**config.mk**
```make
export PLATFORM = sky130hd
export DESIGN_NAME = garage_door_plant
export DESIGN_NICKNAME = d
export VERILOG_FILES = /design/src/rtl/agdc_pkg.sv /design/src/rtl/gdp_step_timer.sv /design/src/rtl/garage_door_plant.sv
export SDC_FILE = /design/constraint.sdc
export NUM_CORES = 1
export LEC_CHECK = 0
export BUFFER_PORTS_ARGS = -buffer_cell sky130_fd_sc_hd__buf_2
export CORE_MARGIN = 3
export CORE_UTILIZATION = 55
export DETAILED_ROUTE_END_ITERATION = 8
export GPL_TIMING_DRIVEN = 1
export PLACE_DENSITY = 0.85
export SYNTH_ARGS = -nofsm -noshare
export SYNTH_HDL_FRONTEND = slang
export SYNTH_SLANG_ARGS = --single-unit
```
**constraint.sdc**
```tcl
create_clock -name CLK -period 3.22 [get_ports CLK]
set_input_delay 0.483 -clock CLK [delete_from_list [all_inputs] [get_ports CLK]]
set_output_delay 0.483 -clock CLK [all_outputs]
set_load 0.005 [all_outputs]
```
**src/rtl/agdc_pkg.sv**
```systemverilog
// Shared package for the garage door controller and its door plant.
// Holds the state encoding so that controller and plant waveforms decode
// identically, plus a small helper used by both sides.
package agdc_pkg;

  // Encoding is fixed explicitly so waveform viewers and checkers can rely on it.
  typedef enum logic [1:0] {
    STOPPED  = 2'd0,
    RAISING  = 2'd1,
    LOWERING = 2'd2,
    FAULT    = 2'd3
  } agdc_state_e;

  localparam logic [1:0] ST_STOPPED  = 2'd0;
  localparam logic [1:0] ST_RAISING  = 2'd1;
  localparam logic [1:0] ST_LOWERING = 2'd2;
  localparam logic [1:0] ST_FAULT    = 2'd3;

  function automatic logic is_moving(input agdc_state_e st);
    return (st == RAISING) || (st == LOWERING);
  endfunction

endpackage

```
**src/rtl/gdp_step_timer.sv**
```systemverilog
// Step timer for the door plant.
// Counts CLK edges while enabled and flags the edge on which one position
// step is due (cnt == TICK_DIV-1); the counter wraps to 0 on that edge.
// Ports:
//   CLK    in  clock, rising edge
//   RST    in  asynchronous active-low reset (cnt <= 0)
//   clear  in  synchronous clear, has priority over enable
//   enable in  count this edge; neither clear nor enable holds cnt
//   step   out high while cnt == TICK_DIV-1 (caller qualifies with enable)
module gdp_step_timer #(
  parameter int TICK_DIV = 4
) (
  input  logic CLK,
  input  logic RST,
  input  logic clear,
  input  logic enable,
  output logic step
);
  import agdc_pkg::*;

  localparam int CNT_W = (TICK_DIV > 1) ? $clog2(TICK_DIV) : 1;
  localparam logic [CNT_W-1:0] CNT_LAST = CNT_W'(TICK_DIV - 1);

  logic [CNT_W-1:0] cnt;

  assign step = (cnt == CNT_LAST);

  always_ff @(posedge CLK or negedge RST) begin
    if (!RST) begin
      cnt <= '0;
    end else if (clear) begin
      cnt <= '0;
    end else if (enable) begin
      cnt <= step ? '0 : cnt + 1'b1;
    end
  end

endmodule

```
**src/rtl/garage_door_plant.sv**
```systemverilog
// Door mechanism model on the motor side of the garage door controller.
// Consumes motor commands UP_M/DN_M and produces limit switches from an
// internal position counter. Closed-loop partner for system benches and
// FPGA demo boards.
// Optional feature macro: GDP_OBSTRUCT_EN adds Obstruct/Obst_Hit; while an
// object is in the path, lowering pauses with its step phase preserved.
// Ports:
//   CLK, RST       clock (rising edge), asynchronous active-low reset
//   UP_M, DN_M     motor raise / lower commands
//   UP_Max, DN_Max registered limit switches (Pos==TRAVEL_STEPS / Pos==0)
//   Pos            current door position
//   Moving         1 while RAISING or LOWERING
//   Fault          sticky, both commands seen high together; only RST clears
//   Obstruct       [GDP_OBSTRUCT_EN] object in door path
//   Obst_Hit       [GDP_OBSTRUCT_EN] lowering blocked this cycle (registered)
//   Dbg_State      current FSM state for waveform decoding and checkers
// Handshake: none; commands are levels sampled on every rising CLK edge.
module garage_door_plant #(
  parameter int TRAVEL_STEPS = 100,
  parameter int TICK_DIV     = 4,
  localparam int POS_W       = $clog2(TRAVEL_STEPS + 1)
) (
  input  logic                  CLK,
  input  logic                  RST,
  input  logic                  UP_M,
  input  logic                  DN_M,
  output logic                  UP_Max,
  output logic                  DN_Max,
  output logic [POS_W-1:0]      Pos,
  output logic                  Moving,
  output logic                  Fault,
`ifdef GDP_OBSTRUCT_EN
  input  logic                  Obstruct,
  output logic                  Obst_Hit,
`endif
  output agdc_pkg::agdc_state_e Dbg_State
);
  import agdc_pkg::*;

  localparam logic [POS_W-1:0] POS_MAX = POS_W'(TRAVEL_STEPS);

  agdc_state_e      state, state_d;
  logic [POS_W-1:0] pos_d;
  logic             tmr_clear, tmr_enable, tmr_step;
  logic             blocked, obst_d;

`ifdef GDP_OBSTRUCT_EN
  assign blocked = Obstruct;
`else
  assign blocked = 1'b0;
`endif

  gdp_step_timer #(.TICK_DIV(TICK_DIV)) u_step_timer (
    .CLK    (CLK),
    .RST    (RST),
    .clear  (tmr_clear),
    .enable (tmr_enable),
    .step   (tmr_step)
  );

  always_comb begin
    state_d    = state;
    pos_d      = Pos;
    tmr_clear  = 1'b1;
    tmr_enable = 1'b0;
    obst_d     = 1'b0;
    if (UP_M && DN_M) begin
      state_d = FAULT;
    end else begin
      unique case (state)
        STOPPED: begin
          // A command toward a limit already reached is ignored.
          if (UP_M && (Pos < POS_MAX))   state_d = RAISING;
          else if (DN_M && (Pos != '0))  state_d = LOWERING;
        end
        RAISING: begin
          if (UP_M) begin
            tmr_clear  = 1'b0;
            tmr_enable = 1'b1;
            if (tmr_step) begin
              pos_d = Pos + 1'b1;
              if (pos_d == POS_MAX) state_d = STOPPED;
            end
          end else if (DN_M && (Pos != '0)) begin
            state_d = LOWERING;
          end else begin
            state_d = STOPPED;
          end
        end
        LOWERING: begin
          if (DN_M) begin
            tmr_clear = 1'b0;
            if (blocked) begin
              // Hold the step phase so lowering resumes where it paused.
              obst_d = 1'b1;
            end else begin
              tmr_enable = 1'b1;
              if (tmr_step) begin
                pos_d = Pos - 1'b1;
                if (pos_d == '0) state_d = STOPPED;
              end
            end
          end else if (UP_M && (Pos < POS_MAX)) begin
            state_d = RAISING;
          end else begin
            state_d = STOPPED;
          end
        end
        FAULT: state_d = FAULT;
        default: state_d = FAULT;
      endcase
    end
  end

  // Limits and flags are registered from next-state values so they move on
  // the same edge as Pos and state.
  always_ff @(posedge CLK or negedge RST) begin
    if (!RST) begin
      state  <= STOPPED;
      Pos    <= '0;
      UP_Max <= 1'b0;
      DN_Max <= 1'b1;
      Moving <= 1'b0;
      Fault  <= 1'b0;
    end else begin
      state  <= state_d;
      Pos    <= pos_d;
      UP_Max <= (pos_d == POS_MAX);
      DN_Max <= (pos_d == '0);
      Moving <= is_moving(state_d);
      Fault  <= (state_d == FAULT);
    end
  end

`ifdef GDP_OBSTRUCT_EN
  always_ff @(posedge CLK or negedge RST) begin
    if (!RST) Obst_Hit <= 1'b0;
    else      Obst_Hit <= obst_d;
  end
`endif

  assign Dbg_State = state;

endmodule

```
==> impl_metrics.csv, run 1 <==
group,metric,value,unit
status,outcome,"finished, final reports clean",
clocking,path_clk_slew,110,ps
detailed_routing,wl,3070,um
clocking,cts_buffer_depth,2,
pwr,pwr-share-comb,51.3,%
timing,maxSlewViolCount,0,
global_routing,grt_pass1_vias,1069,
place,place.detailed.hpwl,2260,um
floorplanning,fp-row-count,16,
critical_path,critPathMostFrequentCell,"ha_1",
timing,fmax,349,MHz
critical_path,path_class,"flip-flop to flip-flop",
floorplanning,fp.dieH,53.5,um
logic_synthesis,synth_xor_area_share,2.12,%
timing,fin_skew,10.4,ps
logic_synthesis,synth_flop_cell,"dfrtp_1",
critical_path,cp_slowest_stage_delay,520,ps
critical_path,crit_chain,"inv_1 -> ha_1 -> or4_1 -> a311oi_1 -> a21oi_1 -> o41ai_2 -> o22ai_1 -> ha_1",
place,io_buffers,16,
flow_run,drv_cap,0,
detailed_routing,wl_per_cell,16.2,um
global_routing,grt_pass1_wl,4940,um
critical_path,cp_max_fo,10,
logic_synthesis,synthAdderAreaFrac,10.1,%
clocking,clk_latency,290,ps
detailed_routing,drtIter0Drc,55,
detailed_routing,final_antenna_net_count,0,
final_layout,final_cell_mix,"buf_2, dfrtp_1, nor2_1, o21ai_0, nand2_1",
final_layout,antenna_cells,0,
pwr,internal-power,414,uW
final_layout,area_growth,8.08,%
logic_synthesis,ys_async_sr_fraction,100,%
timing,relSlewSlack,63.0,%
critical_path,critPathTopFamily,"compound AO/OA/AOI/OAI gates",
place,globalplace.congestion,0.953,
pwr,p_sw,329,uW
pwr,clockPowerShare,15.2,%
global_routing,grt.overflow.total,0,
final_layout,fillers,185,
final_layout,regArea,377,sq um
timing,rsz0062_at_grt,"false",
clocking,cts-root-buf,"clkbuf_4",
clocking,cts_sinks,15,
floorplanning,die-area,2860,sq um
logic_synthesis,synth_top_family_by_area,"simple AND/OR/NAND/NOR gates",
timing,hold_viol_final,0,
critical_path,slowest_stage,"dfrtp_1",
detailed_routing,avgViaCountPerCell,6.34,
floorplanning,die_w,53.5,um
logic_synthesis,synth-edff-count,0,
logic_synthesis,netlist_area,1240,sq um
final_layout,fin_nets,177,
final_layout,drive_gt1_share,15.4,%
floorplanning,start_util,60.7,%
logic_synthesis,synth_cell_types,42,
logic_synthesis,ys_seq_area_share,30.4,%
clocking,postCtsResizedCells,0,
final_layout,final_common_cell,"buf_2",
pwr,vdd_ir_drop_max,0.000438,V
clocking,post-cts-setup-buffer-count,0,
critical_path,cp-end-kind,"flip-flop",
final_layout,multiInputGateArea,787,sq um
logic_synthesis,ys_warn_count,0,
pwr,p_per_area,555,nW/um^2
timing,tns,0,ps
floorplanning,core_area,2040,sq um
global_routing,grt_usage,23.5,%
critical_path,crit_buf_inv,1,
clocking,cts_buffers,3,
final_layout,utilization,65.6,%
pwr,p_sw_share,44.3,%
logic_synthesis,syn_avg_cell_area,8.20,sq um
logic_synthesis,synthMuxAreaShare,2.42,%
global_routing,grt_max_degree,17,
timing,tightest_slew,549,ps
logic_synthesis,ys_ff_latch,15,
logic_synthesis,synth_cells,151,
logic_synthesis,synth-simple-area-share,26.3,%
clocking,cts_tree,"yes",
global_routing,antenna_found_initial,0,
timing,period_minus_slack,2860,ps
worst_hold_path,hp-class,"primary input to async pin",
clocking,postCtsHoldBufs,0,
logic_synthesis,synth_compound_area_share,22.6,%
logic_synthesis,synthesis.nets,165,
timing,period_share,88.9,%
critical_path,startpoint_type,"flip-flop",
pwr,seqPwrFrac,33.5,%
critical_path,critPathRequiredTime,3390,ps
detailed_routing,drcViolationCount,0,
critical_path,crit_arrival,3040,ps
floorplanning,io-pin-count,17,
detailed_routing,dr_total_vias,1199,
pwr,cellLeakagePower,0.000636,uW
detailed_routing,firstDrtPassIters,4,
timing,finalSetupViolCount,0,
clocking,h-tree-depth,1,
## sequential cells by signal (all words and copies together) (netlist names)
register / count
DN_Max: 1
Dbg_State: 2
Fault: 1
Moving: 1
Pos: 7
UP_Max: 1
u_step_timer.cnt: 2
## power groups by stage
| stage | registers [uW] | logic [uW] | clock network [uW] |
|---|---|---|---|
| after floorplan | 248 | 271 | 0 |
| after global placement | 249 | 366 | 0 |
| after detailed placement | 251 | 375 | 0 |
| after CTS | 249 | 376 | 113 |
| after global routing | 253 | 420 | 124 |
| final | 249 | 381 | 113 |
## path summary, 6_finish.rpt
kind / startpoint / to / slack (ps) / depth (start not counted)
worst max-delay path: Pos[0] / Moving / 360 / 8
worst min-delay path: RST / Pos[2] / 80 / 1
worst max register to register: Pos[0] / Moving / 360 / 8
worst min register to register: u_step_timer.cnt[1] / u_step_timer.cnt[1] / 560 / 2
max in group asynchronous: RST / DN_Max / 2820 / 1
min in group CLK: u_step_timer.cnt[1] / u_step_timer.cnt[1] / 560 / 2
## layer usage
| metal | vias to the layer above | track usage (%) | part of all wire [%] |
|---|---|---|---|
| met3 | 6 | 2.25 | 6.7 |
| met1 | 562 | 32.1 | 45 |
| met2 | 55 | 37.8 | 46 |
| li1 | 576 | - | - |
| met4 | 0 | 8.51 | 2.1 |
| met5 | - | 0 | 0 |
## kinds of logic after synthesis
| kind of cell | Yosys count |
|---|---|
| AOI/OAI and AO/OA | 42 |
| xor gates and xnor gates | 3 |
| adders and majority gates | 10 |
| buffers and inverters | 17 |
| DFF | 15 |
| muxes | 3 |
| and+or+nand+nor | 61 |
## cell usage after synthesis (4+ instances only)
| cell | instances | area share [%] |
|---|---|---|
| dfrtp_1 | 14 | 28 |
| nand2_1 | 11 | 3.3 |
| nor3_1 | 6 | 2.4 |
| ha_1 | 10 | 10 |
| clkbuf_1 | 6 | 1.8 |
| nor2_1 | 13 | 3.9 |
| a21oi_1 | 7 | 2.8 |
| nand3_1 | 10 | 4.0 |
| inv_1 | 7 | 2.1 |
| a22oi_1 | 4 | 2.4 |
| o21ai_0 | 13 | 5.3 |
## layout make-up
type | instances | area share [%]
timing repair buffer | 17 | 6.54
sequential | 15 | 28.1
clock buffer | 3 | 1.68
tap | 27 | 2.52
multi-input combinational | 119 | 58.8
clock inverter | 1 | 0.374
inverter | 7 | 1.96
## through the flow
stage / setup WS (ps) / power (uW) / cells / hold WS [ps] / area [sq um]
2_1_floorplan: 653 / 518 / 151 / 187 / 1240
3_3_place_gp: 601 / 615 / 185 / 401 / 1310
3_5_place_dp: 441 / 626 / 185 / 411 / 1310
4_1_cts: 441 / 738 / 189 / 97.1 / 1340
5_1_grt: 206 / 797 / 189 / 95.8 / 1340
6_report: 356 / 743 / 189 / 84.6 / 1340
No activity file was read; power rests on OpenSTA's default activity.
==> inputs of run 2 (changes only) <==
Settings changed: ABC_AREA set to 1, ABC_CLOCK_PERIOD_IN_PS set to 3220, PLACE_DENSITY 0.85 to 0.84.
==> run 2 against run 1 <==
Die area rose by 18%. Utilization fell by 2.6 points. Highest routed layer unchanged. Critical path type unchanged. Combinational power rose to 2.8 times the previous value.
==> impl_metrics.csv, run 2 <==
group,metric,value,unit
logic_synthesis,ys_ff_latch,15,
worst_hold_path,hp-class,"primary input to async pin",
floorplanning,die-area,3360,sq um
place,io_buffers,16,
detailed_routing,dr_total_vias,1517,
timing,fin_skew,11.2,ps
final_layout,final_cell_mix,"nand2_1, inv_1, nand3_1",
timing,whs,87.8,ps
global_routing,grt_pass1_vias,1355,
clocking,postCtsHoldBufs,0,
timing,tns,0,ps
global_routing,grt_usage,23.1,%
logic_synthesis,synth_cells,240,
detailed_routing,final_antenna_net_count,0,
logic_synthesis,synth_flop_cell,"dfrtp_1",
global_routing,grt_max_degree,16,
final_layout,area_growth,6.90,%
clocking,cts_buffers,3,
timing,hold_viol_final,0,
logic_synthesis,synth-edff-count,0,
critical_path,critPathRequiredTime,3370,ps
timing,rsz0062_at_grt,"false",
global_routing,grt_pass1_wl,6010,um
detailed_routing,wl,3470,um
critical_path,slowest_stage,"dfrtp_1",
timing,period_minus_slack,2180,ps
critical_path,path_class,"flip-flop to flip-flop",
pwr,p_per_area,1010,nW/um^2
final_layout,final_common_cell,"nand2_1",
logic_synthesis,ys_seq_area_share,25.3,%
logic_synthesis,post-synth-top-area-cell,"dfrtp_1",
clocking,cts_tree,"yes",
critical_path,cp-end-kind,"flip-flop",
final_layout,largest_register_ffs,7,
critical_path,cp_slowest_stage_delay,480,ps
final_layout,largest_register,"Pos",
clocking,cts_sinks,15,
logic_synthesis,ys_warn_count,0,
clocking,h-tree-depth,1,
logic_synthesis,syn_avg_cell_area,6.19,sq um
final_layout,antenna_cells,0,
clocking,cts_buffer_depth,2,
critical_path,critPathMostFrequentCell,"nand2_1",
place,globalplace.congestion,0.936,
timing,relSlewSlack,61.3,%
timing,period_share,67.8,%
status,outcome,"finished, final reports clean",
timing,finalSetupViolCount,0,
clocking,post-cts-setup-buffer-count,0,
pwr,cellLeakagePower,0.000862,uW
floorplanning,start_util,58.9,%
pwr,vdd_ir_drop_max,0.000724,V
final_layout,fin_nets,269,
final_layout,drive_gt1_share,14.6,%
timing,tightest_slew,581,ps
critical_path,crit_arrival,2340,ps
clocking,cts-root-buf,"clkbuf_4",
logic_synthesis,post-synth-top-count-cell,"nand2_1",
clocking,path_clk_slew,90,ps
logic_synthesis,synthTopCellsByArea,"dfrtp_1, nand2_1, nand3_1, ha_1, inv_1",
critical_path,startpoint_type,"flip-flop",
detailed_routing,drcViolationCount,0,
critical_path,crit_chain,"inv_1 -> ha_1 -> inv_1 -> nand2_1 -> nand2_1 -> nor2_1 -> nand2_1 -> nor2_1 -> nand2_1 -> nand2_1 -> nand3_1 -> nand2_1 -> nand2_1 -> ha_1",
place,place.detailed.hpwl,2820,um
clocking,postCtsResizedCells,0,
logic_synthesis,synthesis.nets,254,
detailed_routing,firstDrtPassIters,4,
floorplanning,fp-row-count,18,
logic_synthesis,netlist_area,1490,sq um
floorplanning,io-pin-count,17,
global_routing,grt.overflow.total,0,
critical_path,cp_max_fo,8,
detailed_routing,drtIter0Drc,102,
clocking,clk_latency,280,ps
detailed_routing,avgViaCountPerCell,5.34,
logic_synthesis,yosys-top-cells-count,"nand2_1, inv_1, nand3_1, nor2_1, a21oi_1",
detailed_routing,wl_per_cell,12.2,um
timing,maxSlewViolCount,0,
logic_synthesis,ys_async_sr_fraction,100,%
flow_run,drv_cap,0,
floorplanning,die_w,58.0,um
logic_synthesis,synth_top_area_share,23.6,%
global_routing,antenna_found_initial,0,
floorplanning,fp.dieH,58.0,um
logic_synthesis,synth_cell_types,26,
timing,fmax,458,MHz
floorplanning,core_area,2520,sq um
==> run 2: final cells by class <==
class,instances,area [sq um]
Tap cell,30,37.5
Multi-Input combinational cell,185,940
Clock buffer,4,26.3
Inverter,34,129
Fill cell,231,933
Sequential cell,15,377
Timing Repair Buffer,16,80.1
==> run 2: cell families after synthesis <==
family                   after synthesis  share of synthesized area (%)
AND/OR/NAND/NOR                      149                           45.3
buffers and inverters                 40                           11.4
AO/OA/AOI/OAI                         26                           9.51
flip-flops                            15                           25.3
adder cells (fa/ha/maj)               10                           8.42
==> run 2: power by group <==
part	total, uW	internal (uW)	switching [uW]
Clock	101	47.9	53.5
Sequential	441	278	162
Combinational	1060	379	676
Total	1600	706	891
==> run 2: worst paths after layout <==
| path | startpoint | to | slack, ps | depth (start not counted) |
|---|---|---|---|---|
| max in group asynchronous | RST | DN_Max | 2840 | 1 |
| worst min register to register | u_step_timer.cnt[0] | u_step_timer.cnt[0] | 500 | 1 |
| min in group CLK | u_step_timer.cnt[0] | u_step_timer.cnt[0] | 500 | 1 |
| worst min-delay path | RST | Pos[3] | 90 | 1 |
| worst max register to register | Pos[0] | Moving | 1040 | 14 |
| worst max-delay path | Pos[0] | Moving | 1040 | 14 |
==> run 2: stage by stage <==
step,std cells,cell area [sq um],worst slack [ps],power (uW),util [%]
3_5_place_dp,280,1560,1080,1480,62.0
4_1_cts,284,1590,1050,1590,63.0
3_3_place_gp,280,1560,1130,1470,62.0
5_1_grt,284,1590,794,1790,63.0
6_report,284,1590,1040,1600,63.0
2_1_floorplan,240,1490,1260,1230,-
==> run 2: per-layer routing <==
metal,vias to the layer above,share of wire (%),GRT usage (%)
li1,795,-,-
met1,665,47,33.1
met2,52,45,35.6
met3,5,7.2,2.67
met4,0,1.4,8.61
met5,-,0,0
==> run 2: worst max-delay path, delay by kind of cell (launching register included) <==
family	cells	cell delay, ps
and+or+nand+nor	10	690
DFF	1	480
buffers and inverters	2	290
adders and majority gates	2	600
==> inputs of run 3 (changes only) <==
Settings changed: ABC_CLOCK_PERIOD_IN_PS 3220 to 2000, CORE_UTILIZATION 55 to 53.
Clock period 3.22 ns to 2 ns, I/O delays scaled along.
==> run 3 against run 2 <==
Final cell count grew 6.0%. Register-to-register slack got worse by 920 ps. Utilization up 6.0 points. First-iteration DRC count grew 6.9%. Global-route usage up 2.2 points. Worst hold slack gained 370 ps. Sequential cell count unchanged. Clock-buffer cell count shrank 1. Via count rose by 9.5%. Non-clock buffer count increased by 17. Largest power group unchanged.
==> impl_metrics.csv, run 3 (synthesized netlist as in run 2, its figures left out) <==
group,metric,value,unit
clocking,path_clk_slew,100,ps
floorplanning,core_area,2570,sq um
pwr,p_sw_share,54.3,%
pwr,p_sw,1610,uW
pwr,p_per_area,1680,nW/um^2
detailed_routing,final_antenna_net_count,0,
pwr,pwr-share-comb,71.1,%
pwr,seqPwrFrac,22.9,%
critical_path,crit_arrival,2070,ps
final_layout,drive_gt1_share,25.1,%
timing,relSlewSlack,78.1,%
pwr,vdd_ir_drop_max,0.00133,V
critical_path,critPathRequiredTime,2180,ps
clocking,cts-root-buf,"clkbuf_4",
status,outcome,"finished, final reports clean",
critical_path,startpoint_type,"flip-flop",
detailed_routing,wl_per_cell,14.0,um
critical_path,crit_chain,"ha_2 -> nand2_4 -> o21bai_1 -> nand2_1 -> nor2_1 -> nand2_1 -> nand2_1 -> nand3_1 -> nand2_1 -> nand2_1 -> ha_1",
final_layout,final_common_cell,"nand2_1",
detailed_routing,firstDrtPassIters,5,
pwr,cellLeakagePower,0.000938,uW
floorplanning,fp-row-count,18,
timing,maxSlewViolCount,0,
clocking,cts_sinks,15,
floorplanning,die_w,59.0,um
critical_path,cp_max_fo,4,
final_layout,fin_nets,286,
flow_run,drv_cap,0,
timing,period_minus_slack,1880,ps
clocking,h-tree-depth,1,
timing,period_share,94.2,%
final_layout,antenna_cells,0,
timing,fin_ws,115,ps
global_routing,grt_usage,25.3,%
critical_path,crit_buf_inv,0,
timing,fmax,531,MHz
clocking,cts_tree,"yes",
floorplanning,fp.dieH,59.0,um
clocking,cts_buffers,3,
pwr,clockPowerShare,6.1,%
floorplanning,start_util,57.9,%
clocking,cts_buffer_depth,2,
timing,fin_skew,4.15,ps
floorplanning,die-area,3480,sq um
global_routing,antenna_found_initial,0,
global_routing,grt.overflow.total,0,
worst_hold_path,hp-class,"primary input to async pin",
timing,tightest_slew,329,ps
place,place.detailed.hpwl,3180,um
final_layout,largest_register_ffs,7,
detailed_routing,dr_total_vias,1661,
detailed_routing,avgViaCountPerCell,5.52,
detailed_routing,drtIter0Drc,109,
timing,tns,0,ps
place,dp_slack,13.9,ps
critical_path,path_class,"flip-flop to flip-flop",
place,io_buffers,16,
critical_path,slowest_stage,"dfrtp_1",
place,globalplace.congestion,1.02,
global_routing,grt_max_degree,16,
global_routing,grt_pass1_wl,6640,um
critical_path,cp-end-kind,"flip-flop",
critical_path,critPathTopFamily,"simple AND/OR/NAND/NOR gates",
final_layout,largest_register,"Pos",
global_routing,grt_pass1_vias,1402,
final_layout,final_cell_mix,"nand2_1, nand3_1, inv_1",
timing,hold_viol_final,0,
critical_path,cp_slowest_stage_delay,420,ps
timing,finalSetupViolCount,0,
detailed_routing,wl,4220,um
detailed_routing,drcViolationCount,0,
floorplanning,io-pin-count,17,
clocking,clk_latency,290,ps
final_layout,area_growth,19.2,%
pwr,internal-power,1360,uW
critical_path,critPathMostFrequentCell,"nand2_1",
## run 3: what timing repair did
action	4_1_cts	5_1_grt
hold buffers	1	0
endpoints found under the hold margin	14	0
setup buffers	0	5
endpoints found under the setup margin	0	4
gates resized for setup	0	17
## run 3: stage by stage
stage	instance area [sq um]	hold slack, ps	power, uW	std cells	util (%)
finish	1770	458	2970	301	69.0
detailed placement	1650	218	2540	291	64.1
global route	1770	477	3270	301	69.0
global placement	1650	216	2510	291	64.1
floorplan	1490	4.41	1990	240	-
CTS	1680	444	2730	296	65.5
## run 3: layer usage
metal  up-vias  global-route usage [%]  part of all wire [%]
met5         -                       0                     0
met4         0                    3.88                  0.64
met3         4                    3.29                   9.6
met2        91                    39.1                    47
met1       741                    38.0                    43
li1        825                       -                     -
## run 3: power by group through the flow
stage               combinational (uW)  sequential, uW  clock, uW
floorplan                         1410             575          0
CTS                               1880             667        183
global placement                  1830             673          0
global route                      2380             698        196
detailed placement                1870             671          0
finish                            2110             680        180
## run 3: final cells by class
class | instances | area, sq um
clock buffer | 3 | 22.5
inverter | 34 | 131
tap | 30 | 37.5
clock inverter | 1 | 5.00
multi-input combinational | 185 | 987
sequential | 15 | 380
timing repair buffer | 33 | 208
fill | 213 | 796
## run 3: final timing paths
path	cells after the start	end	slack (ps)	startpoint
worst max-delay path	11	Moving	120	Pos[1]
worst min-delay path	2	Fault	460	RST
worst max register to register	11	Moving	120	Pos[1]
worst min register to register	1	u_step_timer.cnt[0]	510	u_step_timer.cnt[0]
max in group asynchronous	2	DN_Max	1240	RST
min in group CLK	4	Dbg_State[1]	470	UP_M
